## src/rtl/qdr_port_arb.sv

```systemverilog
// rtl/qdr_port_arb.sv - two-port round-robin arbiter in front of a QDRII+ MIG user port
// Write and read channels arbitrate independently; a tag FIFO steers read returns.
module qdr_port_arb #(
    parameter int ADDR_WIDTH     = 18,
    parameter int APP_DATA_WIDTH = 144,
    parameter int APP_BW_WIDTH   = 16,
    parameter int TAG_DEPTH      = 32
) (
    input  logic                          sys_clk,
    input  logic                          sys_rst,
    input  logic                          init_calib_complete,
    input  logic                          p0_wr_valid,
    output logic                          p0_wr_ready,
    input  logic [ADDR_WIDTH-1:0]         p0_wr_addr,
    input  logic [APP_DATA_WIDTH-1:0]     p0_wr_data,
    input  logic [APP_BW_WIDTH-1:0]       p0_wr_bw_n,
    input  logic                          p0_rd_valid,
    output logic                          p0_rd_ready,
    input  logic [ADDR_WIDTH-1:0]         p0_rd_addr,
    output logic                          p0_rd_data_valid,
    output logic [APP_DATA_WIDTH-1:0]     p0_rd_data,
    input  logic                          p1_wr_valid,
    output logic                          p1_wr_ready,
    input  logic [ADDR_WIDTH-1:0]         p1_wr_addr,
    input  logic [APP_DATA_WIDTH-1:0]     p1_wr_data,
    input  logic [APP_BW_WIDTH-1:0]       p1_wr_bw_n,
    input  logic                          p1_rd_valid,
    output logic                          p1_rd_ready,
    input  logic [ADDR_WIDTH-1:0]         p1_rd_addr,
    output logic                          p1_rd_data_valid,
    output logic [APP_DATA_WIDTH-1:0]     p1_rd_data,
    output logic                          app_wr_cmd0,
    output logic [ADDR_WIDTH-1:0]         app_wr_addr0,
    output logic [APP_DATA_WIDTH-1:0]     app_wr_data0,
    output logic [APP_BW_WIDTH-1:0]       app_wr_bw_n0,
    output logic                          app_rd_cmd0,
    output logic [ADDR_WIDTH-1:0]         app_rd_addr0,
    input  logic                          app_rd_valid0,
    input  logic [APP_DATA_WIDTH-1:0]     app_rd_data0,
    output logic [$clog2(TAG_DEPTH):0]    rd_outstanding,
    output logic                          err_unexp_rd
);

    localparam int PTR_W = $clog2(TAG_DEPTH);
    localparam int CNT_W = PTR_W + 1;

    // Pointer value 0 gives port 0 priority, 1 gives port 1 priority.
    logic                      wr_ptr_q, wr_ptr_d;
    logic                      rd_ptr_q, rd_ptr_d;
    logic                      wr_gnt0, wr_gnt1, rd_gnt0, rd_gnt1;
    logic                      rd_room, push, pop;
    logic                      wr_cmd_q, rd_cmd_q;
    logic [ADDR_WIDTH-1:0]     wr_addr_q, rd_addr_q;
    logic [APP_DATA_WIDTH-1:0] wr_data_q, rd_data_q;
    logic [APP_BW_WIDTH-1:0]   wr_bw_n_q;
    logic [TAG_DEPTH-1:0]      tag_mem_q;
    logic [PTR_W-1:0]          tag_wr_idx_q, tag_rd_idx_q;
    logic [CNT_W-1:0]          rd_cnt_q, rd_cnt_d;
    logic [1:0]                rd_vld_q;
    logic                      err_q;

    always_comb begin
        wr_gnt0  = init_calib_complete & p0_wr_valid & (~p1_wr_valid | ~wr_ptr_q);
        wr_gnt1  = init_calib_complete & p1_wr_valid & (~p0_wr_valid |  wr_ptr_q);
        rd_room  = rd_cnt_q < CNT_W'(TAG_DEPTH);
        rd_gnt0  = init_calib_complete & rd_room & p0_rd_valid & (~p1_rd_valid | ~rd_ptr_q);
        rd_gnt1  = init_calib_complete & rd_room & p1_rd_valid & (~p0_rd_valid |  rd_ptr_q);
        wr_ptr_d = wr_gnt0 ? 1'b1 : (wr_gnt1 ? 1'b0 : wr_ptr_q);
        rd_ptr_d = rd_gnt0 ? 1'b1 : (rd_gnt1 ? 1'b0 : rd_ptr_q);
        push     = rd_gnt0 | rd_gnt1;
        // A return with nothing outstanding is flagged, never popped.
        pop      = app_rd_valid0 & (rd_cnt_q != '0);
        rd_cnt_d = rd_cnt_q;
        if (push && !pop) begin
            rd_cnt_d = rd_cnt_q + CNT_W'(1);
        end else if (pop && !push) begin
            rd_cnt_d = rd_cnt_q - CNT_W'(1);
        end
    end

    always_ff @(posedge sys_clk or negedge sys_rst) begin
        if (!sys_rst) begin
            wr_ptr_q     <= 1'b0;
            rd_ptr_q     <= 1'b0;
            wr_cmd_q     <= 1'b0;
            rd_cmd_q     <= 1'b0;
            wr_addr_q    <= '0;
            wr_data_q    <= '0;
            wr_bw_n_q    <= '1;
            rd_addr_q    <= '0;
            tag_mem_q    <= '0;
            tag_wr_idx_q <= '0;
            tag_rd_idx_q <= '0;
            rd_cnt_q     <= '0;
            rd_vld_q     <= 2'b00;
            rd_data_q    <= '0;
            err_q        <= 1'b0;
        end else begin
            wr_ptr_q <= wr_ptr_d;
            rd_ptr_q <= rd_ptr_d;
            wr_cmd_q <= wr_gnt0 | wr_gnt1;
            rd_cmd_q <= push;
            if (wr_gnt0 || wr_gnt1) begin
                wr_addr_q <= wr_gnt1 ? p1_wr_addr : p0_wr_addr;
                wr_data_q <= wr_gnt1 ? p1_wr_data : p0_wr_data;
                wr_bw_n_q <= wr_gnt1 ? p1_wr_bw_n : p0_wr_bw_n;
            end
            if (push) begin
                rd_addr_q               <= rd_gnt1 ? p1_rd_addr : p0_rd_addr;
                tag_mem_q[tag_wr_idx_q] <= rd_gnt1;
                tag_wr_idx_q            <= tag_wr_idx_q + PTR_W'(1);
            end
            if (pop) begin
                tag_rd_idx_q <= tag_rd_idx_q + PTR_W'(1);
                rd_data_q    <= app_rd_data0;
            end
            rd_vld_q[0] <= pop & ~tag_mem_q[tag_rd_idx_q];
            rd_vld_q[1] <= pop &  tag_mem_q[tag_rd_idx_q];
            rd_cnt_q    <= rd_cnt_d;
            if (app_rd_valid0 && !pop) begin
                err_q <= 1'b1;
            end
        end
    end

    assign p0_wr_ready      = wr_gnt0;
    assign p1_wr_ready      = wr_gnt1;
    assign p0_rd_ready      = rd_gnt0;
    assign p1_rd_ready      = rd_gnt1;
    assign app_wr_cmd0      = wr_cmd_q;
    assign app_wr_addr0     = wr_addr_q;
    assign app_wr_data0     = wr_data_q;
    assign app_wr_bw_n0     = wr_bw_n_q;
    assign app_rd_cmd0      = rd_cmd_q;
    assign app_rd_addr0     = rd_addr_q;
    assign p0_rd_data_valid = rd_vld_q[0];
    assign p1_rd_data_valid = rd_vld_q[1];
    assign p0_rd_data       = rd_data_q;
    assign p1_rd_data       = rd_data_q;
    assign rd_outstanding   = rd_cnt_q;
    assign err_unexp_rd     = err_q;

endmodule

```

## config.mk

```make
export PLATFORM = sky130hd
export DESIGN_NAME = qdr_port_arb
export DESIGN_NICKNAME = d
export VERILOG_FILES = /design/src/rtl/qdr_port_arb.sv
export SDC_FILE = /design/constraint.sdc
export NUM_CORES = 1
export LEC_CHECK = 0
export ABC_AREA = 1
export CAP_MARGIN = 20
export CORE_AREA = 2 2 404 406
export DETAILED_ROUTE_END_ITERATION = 12
export DIE_AREA = 0 0 406 408
export GPL_TIMING_DRIVEN = 0
export PLACE_DENSITY = 0.36
export SETUP_SLACK_MARGIN = 0.1
export SKIP_CTS_REPAIR_TIMING = 1
export SYNTH_ARGS = -nofsm -noshare
export SYNTH_HDL_FRONTEND = slang
export SYNTH_SLANG_ARGS = --single-unit
export TNS_END_PERCENT = 5
```

## constraint.sdc

```tcl
create_clock -name sys_clk -period 2.52 [get_ports sys_clk]
set_input_delay 0.504 -clock sys_clk [delete_from_list [all_inputs] [get_ports sys_clk]]
set_output_delay 0.504 -clock sys_clk [all_outputs]
set_load 0.1 [all_outputs]
```

Word level (Yosys, flattened, before mapping)
Cells that the tools add are included.
W data, S select, Z words.
- flip-flop bits (word level): 395
- input bits: 544
- logic and storage cells: 74
- output and inout port bits: 499
- bitwise gates (word level): 25
- reductions and logical operators: 11
- add/sub/neg operators: 4
- order comparisons: 4
- multiplexer cells: 15
- operators by type and width (operator ; count):
    $mux W144 ; 1
    $mux W18 ; 2
    $bwmux W32 ; 1
    $mux W16 ; 1
    $and A1 B1 Y1 ; 12
    $lt A5 B6 Y1 const B ; 2
    $mux W6 ; 2
    $add A5 B1 Y5 const B ; 2
    $not A1 Y1 ; 7
    $add A6 B1 Y6 const B ; 1
    $lt A6 B6 Y1 const B ; 1
    $mux W1 ; 6
    $or A1 B1 Y1 ; 6
    $reduce_bool A2 Y1 ; 3
    $reduce_bool A6 Y1 ; 1
    $sub A6 B1 Y6 const B ; 1
    $bmux W1 S5 ; 1
    $demux W1 S5 ; 1
    $ge A5 B1 Y1 const B ; 1
    $logic_and A1 B1 Y1 ; 4
    $logic_not A1 Y1 ; 2
    $logic_or A1 B1 Y1 ; 1

Longest topological paths before layout
Gate-level depths: netlist of the first run.
- depth in word-level cells: 9
- depth in mapped cells: 16
- gate-level depth less buffers: 15

Worst setup path before layout of the first run
OpenSTA, ideal clock, no wires.
- path kind: register to output
- start point: register rd_cnt_q[5] (netlist: rd_outstanding[5])
- end point: output port p0_rd_ready
- data arrival time: 3.243 ns
- data required time: 2.016 ns
- buffers on the path: 0
- setup slack: -1.227 ns
- stages on the path, launching flop included: 4
- path through: dfrtp_1 -> inv_1 -> nand2_1 -> a211oi_1
- longest elaborated chain between the ends: 4
- ends and longest elaborated chain (item ; RTL line ; source):
    from (decl) ; 58 ; logic [CNT_W-1:0] rd_cnt_q, rd_cnt_d;
    from (signal assigned) ; 119 ; rd_cnt_q <= rd_cnt_d;
    $lt A6 B6 Y1 ; 65 ; rd_room = rd_cnt_q < CNT_W'(TAG_DEPTH);
    $and A1 B1 Y1 (3 in a row) ; 66 ; rd_gnt0 = init_calib_complete & rd_room & p0_rd_valid & (~p1_rd_valid | ~rd_ptr_q);
    to (decl) ; 18 ; output logic p0_rd_ready,
Every way passes these cells.

Final worst setup path of the first run
- start point: register rd_cnt_q[1] (netlist: rd_outstanding[1])
- end point: register rd_cnt_q[4] (netlist: rd_outstanding[4])
- longest elaborated chain between the ends: 8
- elaborated cells on any way between the ends: 18
- those cells by class: 2 x add/sub; 1 x order compare; 2 x mux; 7 x bitwise; 6 x reduce/logical
- ends and longest elaborated chain (item ; RTL line ; source):
    $lt A6 B6 Y1 ; 65 ;
    $and A1 B1 Y1 ; 66, 67 ;
    $and A1 B1 Y1 (on tied branches) (2 in a row) ; 66, 67 ;
    $or A1 B1 Y1 ; 70 ; push = rd_gnt0 | rd_gnt1;
    $logic_not A1 Y1 ; 76 ; end else if (pop && !push) begin
    $logic_and A1 B1 Y1 ; 76 ;
    $reduce_bool A2 Y1 (no line) ; - ;
Several ways; a longest one is shown, not always the timed one. The select of a mux whose other input is x is not followed.
A chain may end at the register's enable or synchronous reset.

==> out/qor.csv, run 1 <==
metric;value;unit
path_clk_slew;0.06;ns
start_util;11.31;%
hold_path_class;in -> async;
power.internal;17.55;mW
critPathSlowestCell;dfrtp_2;
maxSlewViolCount;0;
die_area;165600;sq um
fmax;417.0;MHz
path_class;reg -> reg;
vias;18700;
violations;negative hold slack;
p_switching;19.02;mW
hold_viol_final;71;
hpwl;99380;microns
finalInstanceArea;34510;sq um
io_buffers;1042;
r2r-start;rd_outstanding[1];
clk_path_buf_depth;3;
clock_latency;0.65;ns
critPathMaxStageDelay;0.44;ns
fp.dieW;406;microns
clkPwrFrac;23.1;%
slew_headroom;25.82;%
peakVddDrop;0.4779;mV
synth_nets;2449;
period_minus_slack;2.398;ns
cp_cell_sequence;buf_6 -> nor2_4 -> nand4_1 -> buf_6 -> nand2_8 -> buf_12 -> buf_12 -> ha_4 -> inv_6 -> fa_2 -> nand2_2 -> nand2_1 -> nand2_1 -> nand2_1 -> o21ai_1 -> a21oi_1 -> a21oi_1;
cts_sinks;395;
wl_per_cell;23.24;microns
crit_top_cell;nand2_1;
finalCoreUtilization;21.35;%
cp_data_arrival_time;2.94;ns
cp-end-kind;flop;
finalSetupViolCount;0;
setup_ws;0.1218;ns
fin_skew;0.03638;ns
startpoint;rd_outstanding[1];
hold_ws;-0.1697;ns
placed_area;32040;sq um
grt.overflow.total;0;
ys.warnings.count;0;
ys_dominant_reg_cell;dfrtp_1;
drive_above_1_share;24.71;%
yosys-top-cells-count;dfrtp_1 (379), o21ai_0 (371), nand3_1 (212), nor2_1 (212), buf_4 (152);
fin_crit_sh;95.17;%
drt_wl_total;122800;microns
total_power;36.58;mW
syn-cell-area;18290;sq um
required;3.06;ns
rsz0062_at_grt;yes;
grt_pass1_vias;18920;
drt_iter0_markers;959;
nets;3602;
final_antenna_net_count;0;
cts_buffers;55;
place_congestion;0.8632;
fin_cells;5282;
ys_async_sr_fraction;100.0;%
synth-edff-count;0;
antenna_found_initial;43;
yosys.area.top_type;dfrtp_1;
syn_area_per_cell;9.656;sq um
status;finished, violations left;
critPathBufInv;5;
grt_usage;14.16;%
swShare;52.01;%
netlist_instances;1894;
dp_cells;5140;
tightest_slew;1.111;ns
fillers;17860;
yosys-top-cells-area;dfrtp_1 (52%), o21ai_0 (10%), mux2_2 (8.9%);
area_delta_synth_final;88.69;%
tns;0;ns
dpl_worst_slack;-2.419;ns
drt-vias-per-instance;3.540;
synth.distinct_cells;30;
maxCapViolations;0;
htree_num_levels;2;
critPathLaunchType;flop;
ys_ff_latch;395;
cts-root-buf;clkbuf_16;
synth.most_common_cell;dfrtp_1;
cts_tree;done;
p_leak;16.70;nW
seqPwrFrac;23.5;%
cpLargestDelayFamily;buffers and inverters;
ios;1043;
grt_pass1_wl;163000;microns
combPwrFrac;53.4;%
fp.dieH;408;microns
path_max_fanout;6;
remaining_drc_errors;0;
yosysTopAreaCellShare;51.86;%
rows;148;
power.density;1060;nW/um^2
grt_max_degree;95;
firstDrtPassIters;7;
core_area;161700;sq um
seq_area_frac_synth;54.16;%
[power by group through the flow]
stage                     registers, mW  logic (mW)  clock network, mW
after floorplan                    16.0        6.12                  0
after global placement             8.76        19.4                  0
after detailed placement           8.74        19.7                  0
after CTS                          8.65        19.7               8.81
after global routing               8.78        20.3               9.01
final                              8.61        19.5               8.44
[path summary, 6_finish.rpt]
| check | end | slack (ns) | depth (start not counted) |
|---|---|---|---|
| max in group asynchronous | app_wr_addr0[15] | 0.73 | 4 |
| min | p0_rd_data[108] | -0.17 | 1 |
| min in group sys_clk | wr_ptr_q | 0.35 | 3 |
| max reg2reg | rd_outstanding[4] | 0.12 | 17 |
| max | rd_outstanding[4] | 0.12 | 17 |
| min reg2reg | app_rd_addr0[4] | 0.48 | 2 |
[registers in the layout (all words and copies together), names as in the netlist, 2 cells and up]
| register | cells |
|---|---|
| app_rd_addr0 | 18 |
| app_wr_addr0 | 18 |
| tag_mem_q | 32 |
| app_wr_data0 | 144 |
| app_wr_bw_n0 | 16 |
| rd_outstanding | 6 |
| tag_rd_idx_q | 5 |
| rd_vld_q | 2 |
| tag_wr_idx_q | 5 |
| p0_rd_data | 144 |
[layout make-up]
class / instances / area [sq um] / share of cell area (%)
repair buffers: 1096 / 11270 / 32.66
flip-flops and latches: 395 / 9912 / 28.72
multi-input cells: 1192 / 6774 / 19.63
well taps: 2175 / 2721 / 7.886
plain buffers: 272 / 1758 / 5.094
clock buffers: 79 / 1607 / 4.655
clock inverters: 23 / 290.3 / 0.8412
inverters: 35 / 138.9 / 0.4025
diodes: 15 / 37.54 / 0.1088
[logic make-up after synthesis]
kind of cell | synth area share [%]
compound gates | 12.17
flops | 54.16
simple gates | 13.78
buf+inv | 9.756
xor+xnor | 0.4789
mux | 8.866
fa+ha+maj | 0.7936
[routing by layer]
metal / track usage, % / vias to the layer above / wire length (microns)
met5: 0 / - / 128
li1: - / 8645 / -
met3: 5.405 / 163 / 11720
met2: 24.42 / 778 / 60600
met4: 4.025 / 20 / 3015
met1: 16.13 / 9094 / 47310
[placed cells by master (no fill, tap or decap), drive strengths merged]
cell type	n
dfstp	16
inv	36
nor3	3
xnor2	1
clkdlybuf4s50	548
o211ai	1
a21oi	6
clkbuf	227
nand2	153
o21bai	3
xor2	9
clkinv	12
nand4	2
clkinvlp	4
a211oi	1
nand3	212
fa	1
bufinv	6
dfrtp	379
or2	1
buf	390
nor2	216
o21ai	429
diode	15
mux2	144
dlymetal6s2s	281
clkdlybuf4s15	1
ha	10
Power figures use the tool's default switching activity.
==> run 2, diff against run 1 <==
--- a/config.mk
+++ b/config.mk
@@ -11,7 +11,7 @@
 export DETAILED_ROUTE_END_ITERATION = 12
 export DIE_AREA = 0 0 406 408
 export GPL_TIMING_DRIVEN = 0
-export PLACE_DENSITY = 0.36
+export PLACE_DENSITY_LB_ADDON = 0.1
 export SETUP_SLACK_MARGIN = 0.1
 export SKIP_CTS_REPAIR_TIMING = 1
 export SYNTH_ARGS = -nofsm -noshare
==> run 2 against run 1 <==
Against the previous run: global-route usage is 0.26 points higher; highest routed layer unchanged; sequential cell count is the same; the run now ends clean; utilization is 0.29 points lower; cell area fell by 1.4%; hold slack improved by 0.52 ns; non-clock buffer count is 9 lower; clock skew about the same; sequential power down 0.8%; die area is the same.
==> out/qor.csv, run 2 (synthesis results as in run 1) <==
metric;value;unit;change
cts_tree;done;;unchanged
cp_data_arrival_time;1.92;ns;was 2.94 ns
peakVddDrop;0.5578;mV;was 0.4779 mV
period_minus_slack;2.426;ns;was 2.398 ns
start_util;11.31;%;unchanged
clk_path_buf_depth;3;;unchanged
finalSetupViolCount;0;;unchanged
place_congestion;0.7812;;was 0.8632
path_class;reg -> out;;was reg -> reg
critPathLaunchType;flop;;unchanged
hold_path_class;in -> reg;;was in -> async
final_antenna_net_count;0;;unchanged
p_leak;16.30;nW;was 16.70 nW
cts_sinks;395;;unchanged
grt_usage;14.42;%;was 14.16%
combPwrFrac;53.0;%;was 53.4%
firstDrtPassIters;4;;was 7
vias;18560;;was 18700
clkPwrFrac;23.6;%;was 23.1%
tightest_slew;1.127;ns;was 1.111 ns
fin_crit_sh;96.26;%;was 95.17%
ios;1043;;unchanged
wl_per_cell;23.54;microns;was 23.24 microns
drt_iter0_markers;749;;was 959
remaining_drc_errors;0;;unchanged
dpl_worst_slack;-2.113;ns;was -2.419 ns
cp_cell_sequence;inv_2 -> nand2_2 -> inv_2 -> buf_6 -> nand2_8 -> buf_12 -> clkinv_8 -> buf_12 -> buf_16;;was buf_6 -> nor2_4 -> nand4_1 -> buf_6 -> nand2_8 -> buf_12 -> buf_12 -> ha_4 -> inv_6 -> fa_2 -> nand2_2 -> nand2_1 -> nand2_1 -> nand2_1 -> o21ai_1 -> a21oi_1 -> a21oi_1
status;completed;;was finished, violations left
grt.overflow.total;0;;unchanged
fmax;412.2;MHz;was 417.0 MHz
rsz0062_at_grt;yes;;unchanged
core_area;161700;sq um;unchanged
drive_above_1_share;25.36;%;was 24.71%
cts_buffers;57;;was 55
io_buffers;1042;;unchanged
maxCapViolations;0;;unchanged
path_max_fanout;4;;was 6
maxSlewViolCount;0;;unchanged
mostFrequentLayoutCells;clkdlybuf4s50_1 (543), dfrtp_1 (373), o21ai_0 (368);;was clkdlybuf4s50_1 (548), dfrtp_1 (373), o21ai_0 (370)
final_common_cell;clkdlybuf4s50_1;;unchanged
antenna_found_initial;48;;was 43
drt-vias-per-instance;3.517;;was 3.540
grt_pass1_wl;165800;microns;was 163000 microns
hold_viol_final;0;;was 71
tns;0;ns;unchanged
critPathMaxStageDelay;0.42;ns;was 0.44 ns
critPathSlowestCell;dfrtp_2;;unchanged
seqPwrFrac;23.5;%;about the same
die_area;165600;sq um;unchanged
fp.dieH;408;microns;unchanged
rows;148;;unchanged
path_clk_slew;0.06;ns;about the same
placed_area;31870;sq um;was 32040 sq um
cpLargestDelayFamily;buffers and inverters;;unchanged
power.internal;17.37;mW;was 17.55 mW
swShare;52.27;%;was 52.01%
cp-end-kind;output pin;;was flop
fin_skew;0.03611;ns;was 0.03638 ns
finalCoreUtilization;21.06;%;was 21.35%
grt_max_degree;95;;unchanged
htree_num_levels;2;;unchanged
finalInstanceArea;34040;sq um;was 34510 sq um
drt_wl_total;124200;microns;was 122800 microns
required;2.02;ns;was 3.06 ns
clock_latency;0.66;ns;was 0.65 ns
cts-root-buf;clkbuf_16;;unchanged
grt_pass1_vias;19200;;was 18920
setup_ws;0.09418;ns;was 0.1218 ns
power.density;1069;nW/um^2;was 1060 nW/um^2
fp.dieW;406;microns;unchanged
hpwl;99930;microns;was 99380 microns
p_switching;19.02;mW;about the same
critPathBufInv;7;;was 5
area_delta_synth_final;86.12;%;was 88.69%
slew_headroom;24.72;%;was 25.82%
nets;3595;;was 3602
run 2: changes by cell type in the layout (fill, tap and decap cells not counted), moves of 3 or more:
cell,change
buf_4,-11
clkinvlp_4,-3
clkbuf_1,+9
ha_1,+3
clkdlybuf4s50_1,-5
ha_4,-3
clkbuf_16,+3
buf_12,-9
clkbuf_2,+48
dlymetal6s2s_1,-35
run 2: final cells by class:
cell class                 instances  area [sq um]
antenna                           15         37.54
buffer                           272          1762
clock buffer                      88          1704
clock inverter                    18         225.2
fill                           17910        127600
inverter                          35         146.4
multi-input combinational       1192          6725
sequential                       395          9912
tap                             2175          2721
timing repair buffer            1087         10810
run 2: metrics by stage:
step / hold slack [ns] / instances / power (mW)
3_5_place_dp: 0.4728 / 5129 / 28.25
6_report: 0.3544 / 5277 / 36.39
3_3_place_gp: 0.4730 / 5111 / 28.20
4_1_cts: -0.2342 / 5235 / 37.19
5_1_grt: 0.3132 / 5274 / 38.06
2_1_floorplan: 0.2084 / 1894 / 22.14
run 2: path summary, 6_finish.rpt:
| path | end | from | cells past startpoint | slack, ns |
|---|---|---|---|---|
| min in group asynchronous | p0_rd_data[65] | sys_rst | 2 | 0.39 |
| worst max-delay path | p1_rd_ready | rd_outstanding[5] | 9 | 0.09 |
| worst min register to register | err_unexp_rd | err_unexp_rd | 1 | 0.47 |
| worst min-delay path | wr_ptr_q | p1_wr_valid | 3 | 0.35 |
| worst max register to register | rd_outstanding[5] | rd_outstanding[1] | 15 | 0.19 |
| max in group asynchronous | app_wr_data0[35] | sys_rst | 4 | 0.54 |
run 2: worst register-to-register path, delay by kind of cell, from the launching register on:
family	cells	cell delay, ns
xor gates and xnor gates	1	0.15
DFF	1	0.43
AOI/OAI and AO/OA	2	0.22
adders and majority gates	2	0.43
buffers and inverters	4	0.48
and+or+nand+nor	6	0.54
run 2: metal layers:
metal,track usage [%],vias to the layer above,part of all wire (%)
met5,0,-,0.18
li1,-,8624,-
met2,25.57,773,51
met1,15.96,8977,38
met3,5.378,150,9.0
met4,3.993,34,2.2
run 2: power by group through the flow:
| stage | Clock (mW) | Sequential [mW] | Combinational, mW |
|---|---|---|---|
| after floorplan | 0 | 16.0 | 6.12 |
| after global placement | 0 | 8.76 | 19.4 |
| final | 8.57 | 8.54 | 19.3 |
| after detailed placement | 0 | 8.73 | 19.5 |
| after global routing | 9.24 | 8.73 | 20.1 |
| after CTS | 8.99 | 8.64 | 19.6 |
==> run 3, diff against run 2 <==
--- a/config.mk
+++ b/config.mk
@@ -11,7 +11,7 @@
 export DETAILED_ROUTE_END_ITERATION = 12
 export DIE_AREA = 0 0 406 408
 export GPL_TIMING_DRIVEN = 0
-export PLACE_DENSITY_LB_ADDON = 0.1
+export PLACE_DENSITY = 0.4
 export SETUP_SLACK_MARGIN = 0.1
 export SKIP_CTS_REPAIR_TIMING = 1
 export SYNTH_ARGS = -nofsm -noshare
==> run 3 against run 2 <==
Against the previous run: the run now ends with negative setup slack left; critical path type is now reg -> reg; sequential share of layout area shrank 0.75 points; combinational power grew 3%; cell area grew 2.7%; first-iteration DRC count grew 44%; routed wire length grew 3.5%; largest power group unchanged.
==> out/qor.csv, run 3 (synthesis results as in run 1) <==
metric;value;unit;change
cpLargestDelayFamily;compound AO/OA/AOI/OAI gates;;was buffers and inverters
finalInstanceArea;34940;sq um;was 34040 sq um
drt_iter0_markers;1081;;was 749
setup_ws;-0.02772;ns;was 0.09418 ns
violations;negative setup slack;;
remaining_drc_errors;0;;unchanged
maxSlewViolCount;0;;unchanged
grt_usage;14.82;%;was 14.42%
path_class;reg -> reg;;was reg -> out
io_buffers;1042;;unchanged
p_leak;16.92;nW;was 16.30 nW
cp_cell_sequence;inv_1 -> a21oi_4 -> buf_12 -> buf_4 -> buf_2 -> buf_2 -> o21ai_0 -> o21ai_0;;was inv_2 -> nand2_2 -> inv_2 -> buf_6 -> nand2_8 -> buf_12 -> clkinv_8 -> buf_12 -> buf_16
cp_data_arrival_time;3.03;ns;was 1.92 ns
cts_buffers;54;;was 57
maxCapViolations;0;;unchanged
status;finished, violations left;;was completed
hpwl;105200;microns;was 99930 microns
hold_path_class;in -> async;;was in -> reg
ios;1043;;unchanged
critPathSlowestCell;o21ai_0;;was dfrtp_2
place_congestion;0.8651;;was 0.7812
wl_per_cell;24.22;microns;was 23.54 microns
fin_skew;0.02189;ns;was 0.03611 ns
rsz0062_at_grt;yes;;unchanged
core_area;161700;sq um;unchanged
firstDrtPassIters;5;;was 4
final_common_cell;clkdlybuf4s50_1;;unchanged
critPathMaxStageDelay;0.84;ns;was 0.42 ns
fmax;392.5;MHz;was 412.2 MHz
path_clk_slew;0.06;ns;about the same
path_max_fanout;10;;was 4
grt_pass1_wl;169100;microns;was 165800 microns
die_area;165600;sq um;unchanged
fp.dieH;408;microns;unchanged
finalSetupViolCount;1;;was 0
cts_sinks;395;;unchanged
grt_pass1_vias;19310;;was 19200
drt-vias-per-instance;3.600;;was 3.517
cts_tree;done;;unchanged
tightest_slew;1.082;ns;was 1.127 ns
total_power;37.03;mW;was 36.39 mW
rows;148;;unchanged
peakVddDrop;0.4884;mV;was 0.5578 mV
critPathLaunchType;flop;;unchanged
drive_above_1_share;25.15;%;was 25.36%
final_antenna_net_count;0;;unchanged
grt_max_degree;99;;was 95
clk_path_buf_depth;3;;unchanged
mostFrequentLayoutCells;clkdlybuf4s50_1 (545), dfrtp_1 (372), o21ai_0 (365);;was clkdlybuf4s50_1 (543), dfrtp_1 (373), o21ai_0 (368)
drt_wl_total;128600;microns;was 124200 microns
vias;19110;;was 18560
area_delta_synth_final;91.07;%;was 86.12%
cts-root-buf;clkbuf_16;;unchanged
clock_latency;0.64;ns;was 0.66 ns
fp.dieW;406;microns;unchanged
placed_area;32230;sq um;was 31870 sq um
grt.overflow.total;0;;unchanged
period_minus_slack;2.548;ns;was 2.426 ns
antenna_found_initial;41;;was 48
required;3.01;ns;was 2.02 ns
cp-end-kind;flop;;was output pin
nets;3624;;was 3595
slew_headroom;27.08;%;was 24.72%
htree_num_levels;2;;unchanged
fin_crit_sh;101.1;%;was 96.26%
critPathBufInv;5;;was 7
power.density;1060;nW/um^2;was 1069 nW/um^2
hold_viol_final;0;;unchanged
start_util;11.31;%;unchanged
-- run 3: final timing paths --
kind                                  from                end  slack, ns  cells past startpoint
max in group asynchronous          sys_rst     p0_rd_data[78]       0.70                      4
max                               wr_ptr_q   app_wr_data0[60]      -0.03                      8
min in group sys_clk           p1_wr_valid           wr_ptr_q       0.37                      3
min reg2reg                app_rd_addr0[4]    app_rd_addr0[4]       0.48                      2
min                                sys_rst  app_wr_data0[138]       0.33                      2
max reg2reg                       wr_ptr_q   app_wr_data0[60]      -0.03                      8
-- run 3: area by class of cell --
type / count / area [sq um]
tap: 2175 / 2721
sequential: 395 / 9913
clock inverter: 14 / 274.0
timing repair buffer: 1119 / 11620
multi-input combinational: 1192 / 6794
fill: 17880 / 126700
antenna: 19 / 47.55
buffer: 272 / 1767
clock buffer: 86 / 1662
inverter: 35 / 141.4
-- run 3: worst register-to-register path, delay by kind of cell (launching register included) --
kind | cells | cell delay [ns]
compound gates | 3 | 1.08
buf+inv | 5 | 0.93
flops | 1 | 0.39
-- run 3: per-layer routing --
metal,track usage [%],wire [microns]
met5,0,87
met4,3.910,2886
met3,5.256,11370
met2,24.88,61900
met1,17.79,52310
-- run 3: report_power, final --
part | internal (mW) | switching [mW] | leakage, nW
Clock | 5.13 | 3.39 | 0.944
Combinational | 5.07 | 14.8 | 11.3
Sequential | 7.61 | 1.02 | 4.73
Total | 17.8 | 19.2 | 16.9
-- run 3: through the flow --
stage | utilization (%) | setup TNS, ns | worst slack (ns) | cells | hold slack, ns
after detailed placement | 19.94 | -241.48 | -2.692 | 5148 | 0.3927
final | 21.62 | -0.02772 | -0.02772 | 5307 | 0.3285
after global placement | 19.46 | -8029.28 | -21.69 | 5111 | 0.4627
after CTS | 21.14 | -230.58 | -2.695 | 5248 | -0.3347
after global routing | 21.61 | -0.2777 | -0.1289 | 5300 | 0.3013
after floorplan | - | -0.5706 | -0.1738 | 1894 | 0.2084
